===== config.mk =====
export PLATFORM = sky130hd
export DESIGN_NAME = pipeline_stall_ctrl
export DESIGN_NICKNAME = d
export VERILOG_FILES = /design/src/rtl/pipeline_stall_ctrl_pkg.sv /design/src/rtl/md_busy_timer.sv /design/src/rtl/pipeline_stall_ctrl.sv
export SDC_FILE = /design/constraint.sdc
export NUM_CORES = 1
export LEC_CHECK = 0
export ABC_AREA = 1
export CAP_MARGIN = 30
export CORE_MARGIN = 8
export CORE_UTILIZATION = 28
export CTS_BUF_LIST = sky130_fd_sc_hd__clkbuf_2
export DETAILED_ROUTE_END_ITERATION = 10
export GPL_ROUTABILITY_DRIVEN = 0
export HOLD_SLACK_MARGIN = 0.08
export SKIP_LAST_GASP = 1
export SLEW_MARGIN = 10
export SYNTH_ARGS = -nofsm -noshare
export SYNTH_HDL_FRONTEND = slang
export SYNTH_HIERARCHICAL = 1
export SYNTH_SLANG_ARGS = --single-unit

===== constraint.sdc =====
create_clock -name clk -period 3 [get_ports clk]
set_input_delay 0.6 -clock clk [delete_from_list [all_inputs] [get_ports clk]]
set_output_delay 0.6 -clock clk [all_outputs]
set_load 0.02 [all_outputs]

===== src/rtl/pipeline_stall_ctrl_pkg.sv =====
// Shared constants and types for the pipeline hazard/stall controller.
package pipeline_stall_ctrl_pkg;

  localparam logic [1:0] TUSE_NONE = 2'd3;
  localparam logic [4:0] REG_ZERO = 5'd0;

  localparam int unsigned MULT_CYCLES_DEF = 5;
  localparam int unsigned DIV_CYCLES_DEF = 10;

  typedef enum logic {
    StIdle,
    StBusy
  } md_state_e;

endpackage


===== src/rtl/md_busy_timer.sv =====
// Mult/div unit busy timer: loads a cycle count on start and counts down to idle.
module md_busy_timer
  import pipeline_stall_ctrl_pkg::*;
#(
  parameter int unsigned MULT_CYCLES = MULT_CYCLES_DEF,
  parameter int unsigned DIV_CYCLES  = DIV_CYCLES_DEF
) (
  input  logic clk,
  input  logic reset,
  input  logic start,
  input  logic is_div,
  output logic busy
);

  localparam int unsigned MaxCycles = (DIV_CYCLES > MULT_CYCLES) ? DIV_CYCLES : MULT_CYCLES;
  localparam int unsigned CntW = $clog2(MaxCycles + 1);

  md_state_e state_q, state_d;
  logic [CntW-1:0] cnt_q, cnt_d;

  always_comb begin
    state_d = state_q;
    cnt_d   = cnt_q;
    if (start) begin
      // A start while busy reloads the timer; upstream stalling should prevent it.
      state_d = StBusy;
      cnt_d   = is_div ? CntW'(DIV_CYCLES) : CntW'(MULT_CYCLES);
    end else begin
      unique case (state_q)
        StIdle: begin
          cnt_d = '0;
        end
        StBusy: begin
          cnt_d = cnt_q - CntW'(1);
          if (cnt_q == CntW'(1)) begin
            state_d = StIdle;
          end
        end
        default: begin
          state_d = StIdle;
          cnt_d   = '0;
        end
      endcase
    end
  end

  always_ff @(posedge clk) begin
    if (!reset) begin
      state_q <= StIdle;
      cnt_q   <= '0;
    end else begin
      state_q <= state_d;
      cnt_q   <= cnt_d;
    end
  end

  assign busy = start | (cnt_q != '0);

endmodule


===== src/rtl/pipeline_stall_ctrl.sv =====
// Hazard/stall controller: compares D-stage Tuse against E/M Tnew, gates PC/F-D writes,
// bubbles D/E, tracks the mult/div busy window and counts stall cycles.
module pipeline_stall_ctrl
  import pipeline_stall_ctrl_pkg::*;
#(
  parameter int unsigned MULT_CYCLES = MULT_CYCLES_DEF,
  parameter int unsigned DIV_CYCLES  = DIV_CYCLES_DEF,
  parameter int unsigned CNT_W       = 32
) (
  input  logic             clk,
  input  logic             reset,
  input  logic [4:0]       D_rs,
  input  logic [4:0]       D_rt,
  input  logic [1:0]       D_rs_Tuse,
  input  logic [1:0]       D_rt_Tuse,
  input  logic             D_is_md,
  input  logic [4:0]       E_A3,
  input  logic [1:0]       E_Tnew,
  input  logic [4:0]       M_A3,
  input  logic [1:0]       M_Tnew,
  input  logic             E_md_start,
  input  logic             E_md_is_div,
  output logic             PC_WrEn,
  output logic             FD_WrEn,
  output logic             DE_flush,
  output logic             md_busy,
  output logic [CNT_W-1:0] stall_cnt
);

  logic stall_rs, stall_rt, stall_md, stall;
  logic [CNT_W-1:0] stall_cnt_q, stall_cnt_d;

  md_busy_timer #(
    .MULT_CYCLES (MULT_CYCLES),
    .DIV_CYCLES  (DIV_CYCLES)
  ) u_md_busy_timer (
    .clk    (clk),
    .reset  (reset),
    .start  (E_md_start),
    .is_div (E_md_is_div),
    .busy   (md_busy)
  );

  // Tuse==3 and Tnew==0 fall out of the unsigned compare without special cases.
  always_comb begin
    stall_rs = (D_rs != REG_ZERO) &&
               (((D_rs == E_A3) && (D_rs_Tuse < E_Tnew)) ||
                ((D_rs == M_A3) && (D_rs_Tuse < M_Tnew)));
    stall_rt = (D_rt != REG_ZERO) &&
               (((D_rt == E_A3) && (D_rt_Tuse < E_Tnew)) ||
                ((D_rt == M_A3) && (D_rt_Tuse < M_Tnew)));
    stall_md = D_is_md & md_busy;
    stall    = stall_rs | stall_rt | stall_md;
  end

  assign PC_WrEn  = ~stall;
  assign FD_WrEn  = ~stall;
  assign DE_flush = stall;

  always_comb begin
    stall_cnt_d = stall_cnt_q;
    if (stall && (stall_cnt_q != '1)) begin
      stall_cnt_d = stall_cnt_q + CNT_W'(1);
    end
  end

  always_ff @(posedge clk) begin
    if (!reset) begin
      stall_cnt_q <= '0;
    end else begin
      stall_cnt_q <= stall_cnt_d;
    end
  end

  assign stall_cnt = stall_cnt_q;

endmodule

## Word level (Yosys, flattened, before mapping)

Index checks and enable logic that the tools add are counted.

| word-level totals | value |
|---|---|
| register bits after elaboration | 37 |

| operators by class | value |
|---|---|
| add/sub/neg operators | 2 |
| $lt $le $gt $ge | 4 |
| equality and inequality tests | 6 |
| multiplexer cells | 6 |
| bitwise logic cells | 6 |
| reduce and logical (&&, ||, !) cells | 12 |

Operator list:

| cell | count |
|---|---|
| adder 32 x 1 -> 32 bit, second input constant | 1 |
| != test 32 bit, second input constant | 1 |
| equality test 5 bit | 4 |
| nonzero test 5 bit | 2 |
| < comparator 2 bit | 4 |
| two-way mux 4 bit | 2 |
| case mux 4 bit (2 select lines) | 1 |
| logical AND 1 bit | 7 |
| equality test 4 x 1 -> 1 bit, second input constant | 1 |
| nonzero test 4 bit | 1 |
| subtractor 4 x 1 -> 4 bit, second input constant | 1 |
| two-way mux 1 bit | 3 |
| bitwise OR 1 bit | 3 |
| logical OR 1 bit | 2 |
| NOT 1 bit | 2 |
| AND 1 bit | 1 |

## Depth between registers and ports, before layout

Gate-level depths: netlist (run 1).

| logic depth | value |
|---|---|
| depth after elaboration | 7 |
| gate-level depth with buffers | 15 |

## Modules after synthesis

Netlist (run 1), hierarchy kept.

Modules (own cells, without submodules):

| module | times used | cells an instance | area an instance (sq um) |
|---|---|---|---|
| pipeline_stall_ctrl | 1 | 439 | 2,481.1 |
| md_busy_timer | 1 | 36 | 252.7 |

## Least setup slack after synthesis (run 1)

OpenSTA, ideal clock, no wires.

| path | value |
|---|---|
| path kind | in2out |
| start | in M_Tnew[1] |
| end | out PC_WrEn |
| arrival | 1.839 ns |
| path slack | 0.561 ns |
| stages on the path | 12 |
| path buffers | 2 |
| cells stage by stage | inv_1 ha_1 o21ai_0 nand2_1 nor2_1 nand2_1 nand2_1 nand2_1 nand3_2 buf_2 inv_1 buf_4 |

| between the ends | value |
|---|---|
| cells in the longest elaborated chain, start to end | 7 |
| elaborated cells between the ends (all ways) | 11 |
| those cells by class | 2 x order compare; 3 x bitwise; 6 x reduce/logical |

RTL lines:

| item | RTL line | source |
|---|---|---|
| from (decl) | pipeline_stall_ctrl.sv:20 | `input logic [1:0] M_Tnew,` |
| < comparator 2 bit, on equally long branches | pipeline_stall_ctrl.sv:48, pipeline_stall_ctrl.sv:51 |  |
| logical AND 1 bit, on equally long branches | pipeline_stall_ctrl.sv:48, pipeline_stall_ctrl.sv:51 |  |
| logical OR 1 bit, on equally long branches | pipeline_stall_ctrl.sv:47, pipeline_stall_ctrl.sv:50 |  |
| logical AND 1 bit, on equally long branches | pipeline_stall_ctrl.sv:46, pipeline_stall_ctrl.sv:49 |  |
| bitwise OR 1 bit * (2 in a row) | pipeline_stall_ctrl.sv:53 | `stall = stall_rs \| stall_rt \| stall_md;` |
| NOT 1 bit * | n/a |  |
| to (decl) | pipeline_stall_ctrl.sv:23 | `output logic PC_WrEn,` |

Mark *: on every way between the ends. The rest lies on a longest branch, timed or not.

## Worst setup path in the final report (run 1)

| path | value |
|---|---|
| start | in M_Tnew[1] |
| end | out DE_flush |

| between the ends | value |
|---|---|
| cells in the longest elaborated chain, start to end | 6 |
| elaborated cells between the ends (all ways) | 10 |
| those cells by class | 2 x order compare; 2 x bitwise; 6 x reduce/logical |

RTL lines:

| item | RTL line | source |
|---|---|---|
| < comparator 2 bit, on equally long branches | pipeline_stall_ctrl.sv:48, pipeline_stall_ctrl.sv:51 |  |
| logical AND 1 bit, on equally long branches | pipeline_stall_ctrl.sv:48, pipeline_stall_ctrl.sv:51 |  |
| logical OR 1 bit, on equally long branches | pipeline_stall_ctrl.sv:47, pipeline_stall_ctrl.sv:50 |  |
| logical AND 1 bit, on equally long branches | pipeline_stall_ctrl.sv:46, pipeline_stall_ctrl.sv:49 |  |
| bitwise OR 1 bit * (2 in a row) | pipeline_stall_ctrl.sv:53 |  |
| to (decl) | pipeline_stall_ctrl.sv:25 | `output logic DE_flush,` |

Marks and branches as above.

==> results of run 1 <==
-- state kept, by name, indices dropped and copies added (netlist names) --
register	count
stall_cnt	32
u_md_busy_timer/cnt_q	4
u_md_busy_timer/state_q	1
-- per-layer routing --
layer	track usage (%)	share of wire, %	routed length (microns)
met3	3.151	5.8	435
met5	0	0	0
met1	12.69	45	3319
met2	19.64	48	3552
met4	3.503	2.0	147
-- report_power, final --
part	total, mW	switching, mW	internal [mW]
logic	0.273	0.151	0.122
registers	0.524	0.0165	0.507
clock network	0.216	0.161	0.0545
total	1.01	0.329	0.684
-- worst min-delay path by stage --
stage | startpoint | to | slack (ps)
after floorplan | u_md_busy_timer/state_q | u_md_busy_timer/state_q | 440
after global placement | u_md_busy_timer/state_q | u_md_busy_timer/state_q | 450
after detailed placement | u_md_busy_timer/state_q | u_md_busy_timer/state_q | 460
after CTS | u_md_busy_timer/state_q | u_md_busy_timer/state_q | 490
after global routing | u_md_busy_timer/state_q | u_md_busy_timer/state_q | 530
final | u_md_busy_timer/state_q | u_md_busy_timer/state_q | 480
-- synth_stat cells --
master                       n
sky130_fd_sc_hd__o21ai_0     3
sky130_fd_sc_hd__buf_4       1
sky130_fd_sc_hd__clkbuf_1    1
sky130_fd_sc_hd__xnor2_1     5
sky130_fd_sc_hd__nand3_4     1
sky130_fd_sc_hd__or2_1       1
sky130_fd_sc_hd__a21oi_1    34
sky130_fd_sc_hd__nor3_2      1
sky130_fd_sc_hd__nand2_1   144
sky130_fd_sc_hd__nor2_1     79
sky130_fd_sc_hd__xor2_1      5
sky130_fd_sc_hd__nor2_4      2
sky130_fd_sc_hd__o21a_1      1
sky130_fd_sc_hd__nand3b_1    2
sky130_fd_sc_hd__dfxtp_1    37
sky130_fd_sc_hd__nor2_2      3
sky130_fd_sc_hd__nand3_2     1
sky130_fd_sc_hd__or2_2       1
sky130_fd_sc_hd__buf_6       1
sky130_fd_sc_hd__nor3b_1     2
sky130_fd_sc_hd__nand4_1     9
sky130_fd_sc_hd__nand2_2     3
sky130_fd_sc_hd__nor3_1      4
sky130_fd_sc_hd__nand3_1    47
sky130_fd_sc_hd__ha_1        7
sky130_fd_sc_hd__nor4_1      1
sky130_fd_sc_hd__inv_1      70
sky130_fd_sc_hd__buf_2       9
-- cells by family (layout without fill, tap and decap cells) --
| kind of cell | Yosys count | after routing |
|---|---|---|
| AO/OA/AOI/OAI | 38 | 38 |
| buffers and inverters | 82 | 152 |
| XOR/XNOR | 10 | 10 |
| AND/OR/NAND/NOR | 301 | 301 |
| flip-flops | 37 | 37 |
| adder cells (fa/ha/maj) | 7 | 7 |
-- critical path, cell delays in order --
cell and delay [ps]:
sky130_fd_sc_hd__clkdlybuf4s50_1 450, sky130_fd_sc_hd__inv_1 50, sky130_fd_sc_hd__ha_1 260, sky130_fd_sc_hd__o21ai_0 80, sky130_fd_sc_hd__nand2_1 80, sky130_fd_sc_hd__nor2_1 80, sky130_fd_sc_hd__nand2_1 60, sky130_fd_sc_hd__nand2_1 70
sky130_fd_sc_hd__nand2_1 60, sky130_fd_sc_hd__nand3_2 120, sky130_fd_sc_hd__clkdlybuf4s15_1 330
-- repair_timing --
action / CTS / global route
endpoints found under the setup margin: 3 / 3
gates resized for setup: 3 / 5
hold buffers: 0 / 0
-- stage by stage --
| stage | setup WS [ps] | TNS (ps) |
|---|---|---|
| 2_1_floorplan | 561.1 | 0 |
| 3_3_place_gp | -192.2 | -519.2 |
| 3_5_place_dp | -232.5 | -630.7 |
| 4_1_cts | 47.62 | 0 |
| 5_1_grt | 21.73 | 0 |
| 6_report | 157.9 | 0 |
-- area by class of cell --
class / count / share of cell area, %
Clock buffer: 6 / 0.8365
Sequential cell: 37 / 20.63
Multi-Input combinational cell: 356 / 46.32
Timing Repair Buffer: 75 / 20.15
Inverter: 70 / 7.320
Clock inverter: 1 / 0.1046
Tap cell: 133 / 4.636
==> impl_metrics.prom, run 1 <==
# TYPE chip_impl_metric gauge
chip_impl_metric{name="grt_util_all_layers",unit="%"} 11.13
chip_impl_metric{name="vias_per_cell",unit=""} 4.475
chip_impl_info{name="tritoncts_clock_tree",value="yes"} 1
chip_impl_metric{name="clockBufferDepth",unit=""} 2
chip_impl_metric{name="num_antenna_cells",unit=""} 0
chip_impl_metric{name="global_route.overflow_total",unit=""} 0
chip_impl_metric{name="power.density",unit="nW/um^2"} 282.2
chip_impl_info{name="launch_point_of_the_worst_reg_to_reg_path",value="stall_cnt[0]"} 1
chip_impl_metric{name="detailedRoute.firstPassIterationCount",unit=""} 4
chip_impl_metric{name="stdcell_area",unit="sq um"} 3590
chip_impl_metric{name="max_freq",unit="GHz"} 0.3518
chip_impl_metric{name="register_to_register_setup_slack",unit="ps"} 960
chip_impl_metric{name="worstHoldPathCells",unit=""} 2
chip_impl_metric{name="io_buffer_count",unit=""} 68
chip_impl_metric{name="design.portCount",unit=""} 69
chip_impl_metric{name="avgRoutedWirePerCell",unit="microns"} 11.00
chip_impl_metric{name="report.final.slew_viol_count",unit=""} 0
chip_impl_info{name="timing.hold.worst.class",value="flip-flop to flip-flop"} 1
chip_impl_metric{name="mappedNetlistNets",unit=""} 515
chip_impl_info{name="synth_area_leader_cell",value="sky130_fd_sc_hd__dfxtp_1"} 1
chip_impl_metric{name="rr_worst_depth",unit=""} 12
chip_impl_info{name="layout.cells.most_common",value="sky130_fd_sc_hd__nand2_1"} 1
chip_impl_metric{name="netlist_instances",unit=""} 475
chip_impl_metric{name="final_hold_viol_count",unit=""} 0
chip_impl_metric{name="synthSimpleGateAreaFrac",unit="%"} 47.37
chip_impl_metric{name="post-place-cells",unit=""} 671
chip_impl_info{name="synth_top_cells_by_area",value="sky130_fd_sc_hd__dfxtp_1 (27%), sky130_fd_sc_hd__nand2_1 (20%), sky130_fd_sc_hd__nor2_1 (11%), sky130_fd_sc_hd__inv_1 (9.6%), sky130_fd_sc_hd__nand3_1 (8.6%)"} 1
chip_impl_metric{name="numCtsBuffers",unit=""} 5
chip_impl_metric{name="core.rowCount",unit=""} 36
chip_impl_metric{name="fill_cells",unit=""} 1095
chip_impl_info{name="worstSetupStartpoint",value="M_Tnew[1]"} 1
chip_impl_metric{name="max_ir_drop_vdd",unit="uV"} 112.9
chip_impl_metric{name="postRouteWirelength",unit="mm"} 7.455
chip_impl_metric{name="cts_setup_buffers",unit=""} 0
chip_impl_metric{name="grt_pass1_wl",unit="mm"} 12.23
chip_impl_info{name="timing_worst_setup_path_type",value="input pin to output port"} 1
chip_impl_metric{name="total_power",unit="mW"} 1.013
chip_impl_metric{name="fp.coreArea",unit="sq um"} 9639
chip_impl_metric{name="worst-endpoint-required",unit="ps"} 2400
chip_impl_metric{name="layout.core_utilization",unit="%"} 37.24
chip_impl_info{name="synth_top_family_by_area",value="simple AND/OR/NAND/NOR gates"} 1
chip_impl_metric{name="worst_hold_slack",unit="ps"} 482.2
chip_impl_metric{name="drt-initial-drc-count",unit=""} 152
chip_impl_metric{name="die_area",unit="sq um"} 13180
chip_impl_metric{name="maxCapViolCount",unit=""} 0
chip_impl_metric{name="layout.area.seq",unit="sq um"} 740.7
chip_impl_metric{name="timing.final.crit_share",unit="%"} 94.74
chip_impl_metric{name="setup-violations-final",unit=""} 0
chip_impl_metric{name="maxSlewHeadroom",unit="%"} 63.89
chip_impl_metric{name="synthDistinctLibCells",unit=""} 28
chip_impl_metric{name="pin_count_of_the_biggest_net_entering_global_routing",unit=""} 59
chip_impl_metric{name="antenna_violations_before_repair",unit=""} 0
chip_impl_metric{name="post_synth_fa_ha_maj_area_fraction",unit="%"} 3.204
chip_impl_metric{name="first_global_vias",unit=""} 2791
chip_impl_info{name="crit-reg2reg-capture",value="stall_cnt[31]"} 1
chip_impl_info{name="rsz0062_at_grt",value="no"} 1
chip_impl_info{name="crit_path_end",value="DE_flush"} 1
chip_impl_metric{name="start_util",unit="%"} 28.36
chip_impl_metric{name="synth-compound-area-share",unit="%"} 7.048
chip_impl_metric{name="crit_path_max_fanout",unit=""} 4
chip_impl_metric{name="area_of_the_mapped_netlist",unit="sq um"} 2734
chip_impl_metric{name="clk_pin_slew_worst_paths",unit="ps"} 170
chip_impl_metric{name="vias",unit=""} 3034
chip_impl_metric{name="final.min_clock_period",unit="ps"} 2842
chip_impl_metric{name="share_of_cells_above_drive_strength_1",unit="%"} 4.954
chip_impl_metric{name="numClockSinks",unit=""} 37
chip_impl_metric{name="worst_clock_skew",unit="ps"} 14.00
chip_impl_metric{name="ys.warnings.count",unit=""} 6
chip_impl_metric{name="dpl_wire_length",unit="mm"} 5.971
chip_impl_metric{name="final_cell_count_no_fill",unit=""} 678
chip_impl_metric{name="synthMuxAreaShare",unit="%"} 0
chip_impl_metric{name="synthDominantCellAreaShare",unit="%"} 27.09
chip_impl_metric{name="die_w",unit="microns"} 114.8
chip_impl_metric{name="syn_avg_cell_area",unit="sq um"} 5.756
chip_impl_metric{name="multiInputGateArea",unit="sq um"} 1663
chip_impl_metric{name="synth-seq-area-share",unit="%"} 27.09
chip_impl_metric{name="ys_seq_elements",unit=""} 37
chip_impl_metric{name="area_growth",unit="%"} 31.30
chip_impl_metric{name="nNetsFinal",unit=""} 585
chip_impl_metric{name="placed_cell_area",unit="sq um"} 3566
chip_impl_metric{name="latest_clock_arrival_within_the_worst_skew_pair",unit="ps"} 370
chip_impl_metric{name="data_arrival_critical_path",unit="ps"} 2240
chip_impl_metric{name="max_slew.worst_pin.slew",unit="ps"} 541.6
chip_impl_info{name="ctsRootBufferMaster",value="sky130_fd_sc_hd__clkbuf_2"} 1
chip_impl_metric{name="synth_xor_xnor_area_share",unit="%"} 3.204
chip_impl_metric{name="leakage",unit="nW"} 1.568
chip_impl_metric{name="detail_route.drc_violations",unit=""} 0
chip_impl_info{name="timing.critical_path.to_type",value="output port"} 1
chip_impl_metric{name="drtAntennaViolNets",unit=""} 0
chip_impl_metric{name="die_h",unit="microns"} 114.8
chip_impl_info{name="critical_path.startpoint_type",value="input pin"} 1
chip_impl_info{name="layout_common_cells",value="sky130_fd_sc_hd__nand2_1 (144), sky130_fd_sc_hd__nor2_1 (79), sky130_fd_sc_hd__inv_1 (70)"} 1
chip_impl_metric{name="clock_tree.htree_level_count",unit=""} 2
chip_impl_info{name="status",value="completed"} 1
(Power assumes the default switching activity.)
==> inputs of run 2 (changes only) <==
--- a/config.mk
+++ b/config.mk
@@ -7,7 +7,7 @@
 export LEC_CHECK = 0
 export ABC_AREA = 1
 export CAP_MARGIN = 30
-export CORE_MARGIN = 8
+export CORE_MARGIN = 10
 export CORE_UTILIZATION = 28
 export CTS_BUF_LIST = sky130_fd_sc_hd__clkbuf_2
 export DETAILED_ROUTE_END_ITERATION = 10
==> run 2 against run 1 <==
Via count down 0.13%. Cell count rose by 0.29%. Largest power group unchanged. First-iteration DRC count down 0.66%. Total power increased by 2.7%. Routed wire length grew 5.5%. Critical path type unchanged. Utilization rose by 0.14 points.
==> impl_metrics.prom, run 2 (synthesis gave the netlist of run 1 again) <==
# TYPE chip_impl_metric gauge
chip_impl_info{name="status",value="completed"} 1
chip_impl_info{name="timing.hold.worst.class",value="flip-flop to flip-flop"} 1
chip_impl_metric{name="placed_cell_area",unit="sq um"} 3573
chip_impl_metric{name="clk_pin_slew_worst_paths",unit="ps"} 190
chip_impl_info{name="layout_common_cells",value="sky130_fd_sc_hd__nand2_1 (144), sky130_fd_sc_hd__nor2_1 (79), sky130_fd_sc_hd__inv_1 (70)"} 1
chip_impl_metric{name="critical_path.max_stage_delay",unit="ps"} 450
chip_impl_metric{name="power.density",unit="nW/um^2"} 288.6
chip_impl_metric{name="io_buffer_count",unit=""} 68
chip_impl_info{name="timing.critical_path.to_type",value="output port"} 1
chip_impl_metric{name="vias",unit=""} 3030
chip_impl_metric{name="met3_grt_util",unit="%"} 3.212
chip_impl_metric{name="postRouteWirelength",unit="mm"} 7.862
chip_impl_metric{name="num_antenna_cells",unit=""} 0
chip_impl_metric{name="globalRouteMet2Util",unit="%"} 18.74
chip_impl_metric{name="grt.met1_usage",unit="%"} 12.75
chip_impl_metric{name="detail_route.drc_violations",unit=""} 0
chip_impl_metric{name="core.rowCount",unit=""} 36
chip_impl_metric{name="grt_util_all_layers",unit="%"} 10.78
chip_impl_info{name="layout.cells.most_common",value="sky130_fd_sc_hd__nand2_1"} 1
chip_impl_metric{name="timing.setup.tns",unit="ps"} 0
chip_impl_metric{name="pin_count_of_the_biggest_net_entering_global_routing",unit=""} 43
chip_impl_metric{name="latest_clock_arrival_within_the_worst_skew_pair",unit="ps"} 390
chip_impl_metric{name="first_global_vias",unit=""} 2876
chip_impl_metric{name="max_ir_drop_vdd",unit="uV"} 112.7
chip_impl_info{name="timing_worst_setup_path_type",value="input pin to output port"} 1
chip_impl_metric{name="numCtsBuffers",unit=""} 5
chip_impl_metric{name="drtAntennaViolNets",unit=""} 0
chip_impl_metric{name="clock_tree.htree_level_count",unit=""} 2
chip_impl_metric{name="nNetsFinal",unit=""} 586
chip_impl_metric{name="report.final.slew_viol_count",unit=""} 0
chip_impl_metric{name="maxSlewHeadroom",unit="%"} 73.79
chip_impl_info{name="critical-path-top-cell-by-count",value="sky130_fd_sc_hd__nand2_1"} 1
chip_impl_metric{name="vias_per_cell",unit=""} 4.456
chip_impl_metric{name="largest_register_ff_count",unit=""} 32
chip_impl_info{name="launch_point_of_the_worst_reg_to_reg_path",value="stall_cnt[0]"} 1
chip_impl_metric{name="maxCapViolCount",unit=""} 0
chip_impl_metric{name="clockBufferDepth",unit=""} 2
chip_impl_metric{name="leakage",unit="nW"} 1.580
chip_impl_metric{name="antenna_violations_before_repair",unit=""} 0
chip_impl_metric{name="avgRoutedWirePerCell",unit="microns"} 11.56
chip_impl_metric{name="data_arrival_critical_path",unit="ps"} 2250
chip_impl_metric{name="stdcell_area",unit="sq um"} 3603
chip_impl_metric{name="drt-initial-drc-count",unit=""} 151
chip_impl_metric{name="numClockSinks",unit=""} 37
chip_impl_metric{name="die_h",unit="microns"} 118.8
chip_impl_info{name="worst_path_max_delay_cell",value="sky130_fd_sc_hd__clkdlybuf4s50_1"} 1
chip_impl_metric{name="detailedRoute.firstPassIterationCount",unit=""} 4
chip_impl_metric{name="register_to_register_setup_slack",unit="ps"} 940
chip_impl_metric{name="timing.final.crit_share",unit="%"} 95.10
chip_impl_metric{name="design.portCount",unit=""} 69
chip_impl_metric{name="worst-endpoint-required",unit="ps"} 2400
chip_impl_metric{name="fp.coreArea",unit="sq um"} 9639
chip_impl_info{name="rsz0062_at_grt",value="no"} 1
chip_impl_info{name="ctsRootBufferMaster",value="sky130_fd_sc_hd__clkbuf_2"} 1
chip_impl_metric{name="global_route.overflow_total",unit=""} 0
chip_impl_info{name="crit-reg2reg-capture",value="stall_cnt[31]"} 1
chip_impl_metric{name="grt_pass1_wl",unit="mm"} 13.18
chip_impl_metric{name="crit_path_max_fanout",unit=""} 4
chip_impl_metric{name="layout.core_utilization",unit="%"} 37.38
chip_impl_info{name="timing.hold.worst.start",value="u_md_busy_timer/state_q"} 1
chip_impl_metric{name="dpl_wire_length",unit="mm"} 6.261
chip_impl_info{name="hold_path_end",value="u_md_busy_timer/state_q"} 1
chip_impl_metric{name="start_util",unit="%"} 28.36
chip_impl_info{name="critical_path.startpoint_type",value="input pin"} 1
chip_impl_metric{name="die_area",unit="sq um"} 14120
chip_impl_metric{name="max_freq",unit="GHz"} 0.3505
chip_impl_metric{name="max_slew.worst_pin.slew",unit="ps"} 393.2
chip_impl_metric{name="area_growth",unit="%"} 31.81
chip_impl_metric{name="die_w",unit="microns"} 118.8
chip_impl_metric{name="total_power",unit="mW"} 1.040
chip_impl_metric{name="worst_clock_skew",unit="ps"} 10.83
chip_impl_metric{name="worst_hold_slack",unit="ps"} 489.6
chip_impl_info{name="busiest_layer",value="met2"} 1
chip_impl_metric{name="share_of_cells_above_drive_strength_1",unit="%"} 5.484
chip_impl_info{name="tritoncts_clock_tree",value="yes"} 1
chip_impl_metric{name="final.min_clock_period",unit="ps"} 2853
chip_impl_metric{name="final_hold_viol_count",unit=""} 0
chip_impl_metric{name="setup-violations-final",unit=""} 0
chip_impl_metric{name="rr_worst_depth",unit=""} 12
chip_impl_info{name="worst_path_cell_chain",value="clkdlybuf4s50_1, inv_1, ha_1, o21ai_0, nand2_1, nor2_1, nand2_1, nand2_1, nand2_1, nand3_2, clkdlybuf4s15_1"} 1
chip_impl_metric{name="worstHoldPathCells",unit=""} 2
-- run 2: changes by cell type in the layout (fill, tap and decap cells not counted) --
cell / before / now
sky130_fd_sc_hd__clkbuf_2: 8 / 10
sky130_fd_sc_hd__buf_4: 7 / 8
sky130_fd_sc_hd__clkinv_1: 1 / 0
-- run 2: repair_timing --
item	4_1_cts	5_1_grt
setup buffers	0	0
cloned	0	0
hold endpoints to repair	0	0
resized for setup	3	5
hold buffers	0	0
setup endpoints to repair	3	3
-- run 2: worst max-delay path by stage --
stage               slack (ps)        to       from  cells past startpoint
global route                20  DE_flush  M_Tnew[1]                     11
CTS                         50   PC_WrEn  E_Tnew[1]                     12
detailed placement        -230   PC_WrEn  E_Tnew[1]                     12
finish                     150  DE_flush  M_Tnew[1]                     11
global placement          -190   PC_WrEn  M_Tnew[1]                     12
floorplan                  560   PC_WrEn  M_Tnew[1]                     12
-- run 2: metrics by stage --
step / std cells / setup slack (ps)
after floorplan: 475 / 561.1
after global placement: 672 / -193.6
after detailed placement: 672 / -227.4
after CTS: 680 / 52.48
after global routing: 680 / 22.11
final: 680 / 146.9
-- run 2: area by class of cell --
type | count | area (sq um)
fillers | 1093 | 6036
clock buffers | 8 | 40.04
repair buffers | 76 | 730.7
flip-flops and latches | 37 | 740.7
well taps | 133 | 166.4
inverters | 70 | 262.8
multi-input cells | 356 | 1663
-- run 2: worst max-delay path: cells and delay by family --
family	cells	cell delay [ps]
buffers and inverters	3	830
AND/OR/NAND/NOR	6	480
adder cells (fa/ha/maj)	1	250
AO/OA/AOI/OAI	1	80
-- run 2: metal layers --
| metal | wire length [microns] | part of all wire (%) |
|---|---|---|
| met5 | 0 | 0 |
| met4 | 77 | 0.98 |
| met3 | 474 | 6.0 |
| met2 | 3648 | 46 |
| met1 | 3662 | 47 |
-- run 2: power by group --
| part | total, mW | internal (mW) | switching (mW) |
|---|---|---|---|
| Sequential | 0.524 | 0.507 | 0.0165 |
| Combinational | 0.276 | 0.124 | 0.152 |
| Clock | 0.240 | 0.0688 | 0.172 |
| Total | 1.04 | 0.700 | 0.340 |
==> inputs of run 3 (changes only) <==
--- a/config.mk
+++ b/config.mk
@@ -6,13 +6,14 @@
 export NUM_CORES = 1
 export LEC_CHECK = 0
 export ABC_AREA = 1
-export CAP_MARGIN = 30
+export CAP_MARGIN = 20
 export CORE_MARGIN = 10
 export CORE_UTILIZATION = 28
 export CTS_BUF_LIST = sky130_fd_sc_hd__clkbuf_2
 export DETAILED_ROUTE_END_ITERATION = 10
 export GPL_ROUTABILITY_DRIVEN = 0
 export HOLD_SLACK_MARGIN = 0.08
+export SETUP_SLACK_MARGIN = 0.5
 export SKIP_LAST_GASP = 1
 export SLEW_MARGIN = 10
 export SYNTH_ARGS = -nofsm -noshare
==> run 3 against run 2 <==
Register-to-register slack about the same. Fmax up 17%. Cell count grew 0.29%. Largest cell class unchanged. Critical path depth is 1 higher. Critical path type unchanged. Routed wire length grew 3.5%. Flip-flop and latch count did not move. Non-clock buffer count rose by 2. Hold slack improved by 0.62 ps. Sequential power barely moved. Total power up 1.8%.
==> impl_metrics.prom, run 3 (synthesis gave the netlist of run 1 again) <==
# TYPE chip_impl_metric gauge
chip_impl_info{name="layout.cells.most_common",value="sky130_fd_sc_hd__nand2_1"} 1
chip_impl_metric{name="report.final.slew_viol_count",unit=""} 0
chip_impl_metric{name="start_util",unit="%"} 28.36
chip_impl_metric{name="nNetsFinal",unit=""} 588
chip_impl_metric{name="global_route.overflow_total",unit=""} 0
chip_impl_metric{name="die_w",unit="microns"} 118.8
chip_impl_metric{name="clock_tree.htree_level_count",unit=""} 2
chip_impl_metric{name="maxCapViolCount",unit=""} 0
chip_impl_metric{name="detailedRoute.firstPassIterationCount",unit=""} 5
chip_impl_metric{name="drt-initial-drc-count",unit=""} 137
chip_impl_metric{name="stdcell_area",unit="sq um"} 3699
chip_impl_metric{name="numClockSinks",unit=""} 37
chip_impl_info{name="rsz0062_at_grt",value="no"} 1
chip_impl_metric{name="area_growth",unit="%"} 35.29
chip_impl_metric{name="data_arrival_critical_path",unit="ps"} 1840
chip_impl_metric{name="final.min_clock_period",unit="ps"} 2439
chip_impl_metric{name="postRouteWirelength",unit="mm"} 8.137
chip_impl_info{name="timing.critical_path.to_type",value="output port"} 1
chip_impl_metric{name="detail_route.drc_violations",unit=""} 0
chip_impl_metric{name="setup-violations-final",unit=""} 0
chip_impl_metric{name="worst_hold_slack",unit="ps"} 490.2
chip_impl_metric{name="largest_register_ff_count",unit=""} 32
chip_impl_metric{name="total_power",unit="mW"} 1.059
chip_impl_metric{name="vias",unit=""} 3070
chip_impl_metric{name="latest_clock_arrival_within_the_worst_skew_pair",unit="ps"} 390
chip_impl_metric{name="io_buffer_count",unit=""} 68
chip_impl_metric{name="grt_util_all_layers",unit="%"} 10.94
chip_impl_info{name="timing.hold.worst.class",value="flip-flop to flip-flop"} 1
chip_impl_metric{name="grt_pass1_wl",unit="mm"} 13.32
chip_impl_metric{name="drtAntennaViolNets",unit=""} 0
chip_impl_info{name="layout_common_cells",value="sky130_fd_sc_hd__nand2_1 (142), sky130_fd_sc_hd__nor2_1 (78), sky130_fd_sc_hd__inv_1 (64)"} 1
chip_impl_metric{name="clockBufferDepth",unit=""} 2
chip_impl_metric{name="first_global_vias",unit=""} 2886
chip_impl_metric{name="num_antenna_cells",unit=""} 0
chip_impl_metric{name="antenna_violations_before_repair",unit=""} 0
chip_impl_metric{name="timing.setup.tns",unit="ps"} 0
chip_impl_metric{name="placed_cell_area",unit="sq um"} 3573
chip_impl_metric{name="die_area",unit="sq um"} 14120
chip_impl_metric{name="pin_count_of_the_biggest_net_entering_global_routing",unit=""} 43
chip_impl_metric{name="cts_hold_repair_buffers",unit=""} 0
chip_impl_metric{name="power.density",unit="nW/um^2"} 286.3
chip_impl_metric{name="final_hold_viol_count",unit=""} 0
chip_impl_metric{name="avgRoutedWirePerCell",unit="microns"} 11.93
chip_impl_metric{name="maxSlewHeadroom",unit="%"} 73.99
chip_impl_metric{name="numCtsBuffers",unit=""} 5
chip_impl_metric{name="max_freq",unit="GHz"} 0.4100
chip_impl_metric{name="timing.final.crit_share",unit="%"} 81.30
chip_impl_metric{name="leakage",unit="nW"} 1.708
chip_impl_metric{name="clk_pin_slew_worst_paths",unit="ps"} 200
chip_impl_info{name="ctsRootBufferMaster",value="sky130_fd_sc_hd__clkbuf_2"} 1
chip_impl_metric{name="fp.coreArea",unit="sq um"} 9639
chip_impl_metric{name="max_slew.worst_pin.slew",unit="ps"} 390.2
chip_impl_metric{name="fill_cells",unit=""} 1078
chip_impl_info{name="tritoncts_clock_tree",value="yes"} 1
chip_impl_metric{name="max_ir_drop_vdd",unit="uV"} 112.8
chip_impl_metric{name="share_of_cells_above_drive_strength_1",unit="%"} 8.925
chip_impl_metric{name="vias_per_cell",unit=""} 4.501
chip_impl_metric{name="core.rowCount",unit=""} 36
chip_impl_metric{name="design.portCount",unit=""} 69
chip_impl_info{name="status",value="completed"} 1
chip_impl_metric{name="worst_clock_skew",unit="ps"} 13.10
chip_impl_metric{name="die_h",unit="microns"} 118.8
chip_impl_metric{name="crit_path_max_fanout",unit=""} 3
chip_impl_metric{name="register_to_register_setup_slack",unit="ps"} 930
chip_impl_metric{name="dpl_wire_length",unit="mm"} 6.261
chip_impl_info{name="critical_path.startpoint_type",value="input pin"} 1
chip_impl_metric{name="worst-endpoint-required",unit="ps"} 2400
chip_impl_info{name="timing_worst_setup_path_type",value="input pin to output port"} 1
-- run 3: changes by cell type in the layout (fill, tap and decap cells not counted), moves of 4 or more --
cell / delta
sky130_fd_sc_hd__clkdlybuf4s50_1: -28
sky130_fd_sc_hd__ha_1: -4
sky130_fd_sc_hd__dlymetal6s2s_1: +11
sky130_fd_sc_hd__dlygate4sd2_1: +14
sky130_fd_sc_hd__inv_1: -6
sky130_fd_sc_hd__inv_2: +5
-- run 3: per-layer routing --
metal,part of all wire (%),up-vias,GRT usage (%)
met1,46,1360,13.00
li1,-,1625,-
met4,1.2,0,2.519
met2,47,78,19.02
met3,5.9,7,3.165
met5,0,-,0
-- run 3: path summary, 6_finish.rpt --
| check | from | to | cells past startpoint |
|---|---|---|---|
| setup / recovery | E_Tnew[1] | PC_WrEn | 12 |
| hold / removal | u_md_busy_timer/state_q | u_md_busy_timer/state_q | 2 |
| setup reg to reg | stall_cnt[0] | stall_cnt[31] | 12 |
| hold reg to reg | u_md_busy_timer/state_q | u_md_busy_timer/state_q | 2 |
-- run 3: cell type report --
cell class / count / area [sq um] / area share (%)
timing repair buffer: 78 / 760.7 / 20.57
sequential: 37 / 740.7 / 20.03
multi-input combinational: 356 / 1725 / 46.65
clock buffer: 8 / 40.04 / 1.083
inverter: 70 / 265.3 / 7.172
tap: 133 / 166.4 / 4.499
-- run 3: repair_timing --
item                       4_1_cts  5_1_grt
setup endpoints to repair        4        3
resized for setup               45       24
hold endpoints to repair         0        0
pin swaps                       10       18
buffers inserted                 2        0
-- run 3: stage by stage --
step                      cells  utilization, %  worst slack, ps
after floorplan             475               -            561.1
after global placement      672           37.07           -193.6
after detailed placement    672           37.07           -227.4
after CTS                   682           37.60            500.3
after global routing        682           38.37            476.1
final                       682           38.37            561.1
-- run 3: where the power goes --
group          internal [mW]  switching, mW  leakage [nW]
registers              0.507         0.0167         0.300
clock network         0.0688          0.175        0.0332
logic                  0.128          0.163          1.37
-- run 3: worst max-delay path, cell delays in order --
cell and delay [ps]:
sky130_fd_sc_hd__dlygate4sd2_1 240, sky130_fd_sc_hd__inv_2 80, sky130_fd_sc_hd__ha_4 200, sky130_fd_sc_hd__o21ai_2 50, sky130_fd_sc_hd__nand2_1 70, sky130_fd_sc_hd__nor2_1 110
sky130_fd_sc_hd__nand2_1 60, sky130_fd_sc_hd__nand2_1 80, sky130_fd_sc_hd__nand2_2 70, sky130_fd_sc_hd__nand3_4 110, sky130_fd_sc_hd__inv_4 50, sky130_fd_sc_hd__buf_6 120
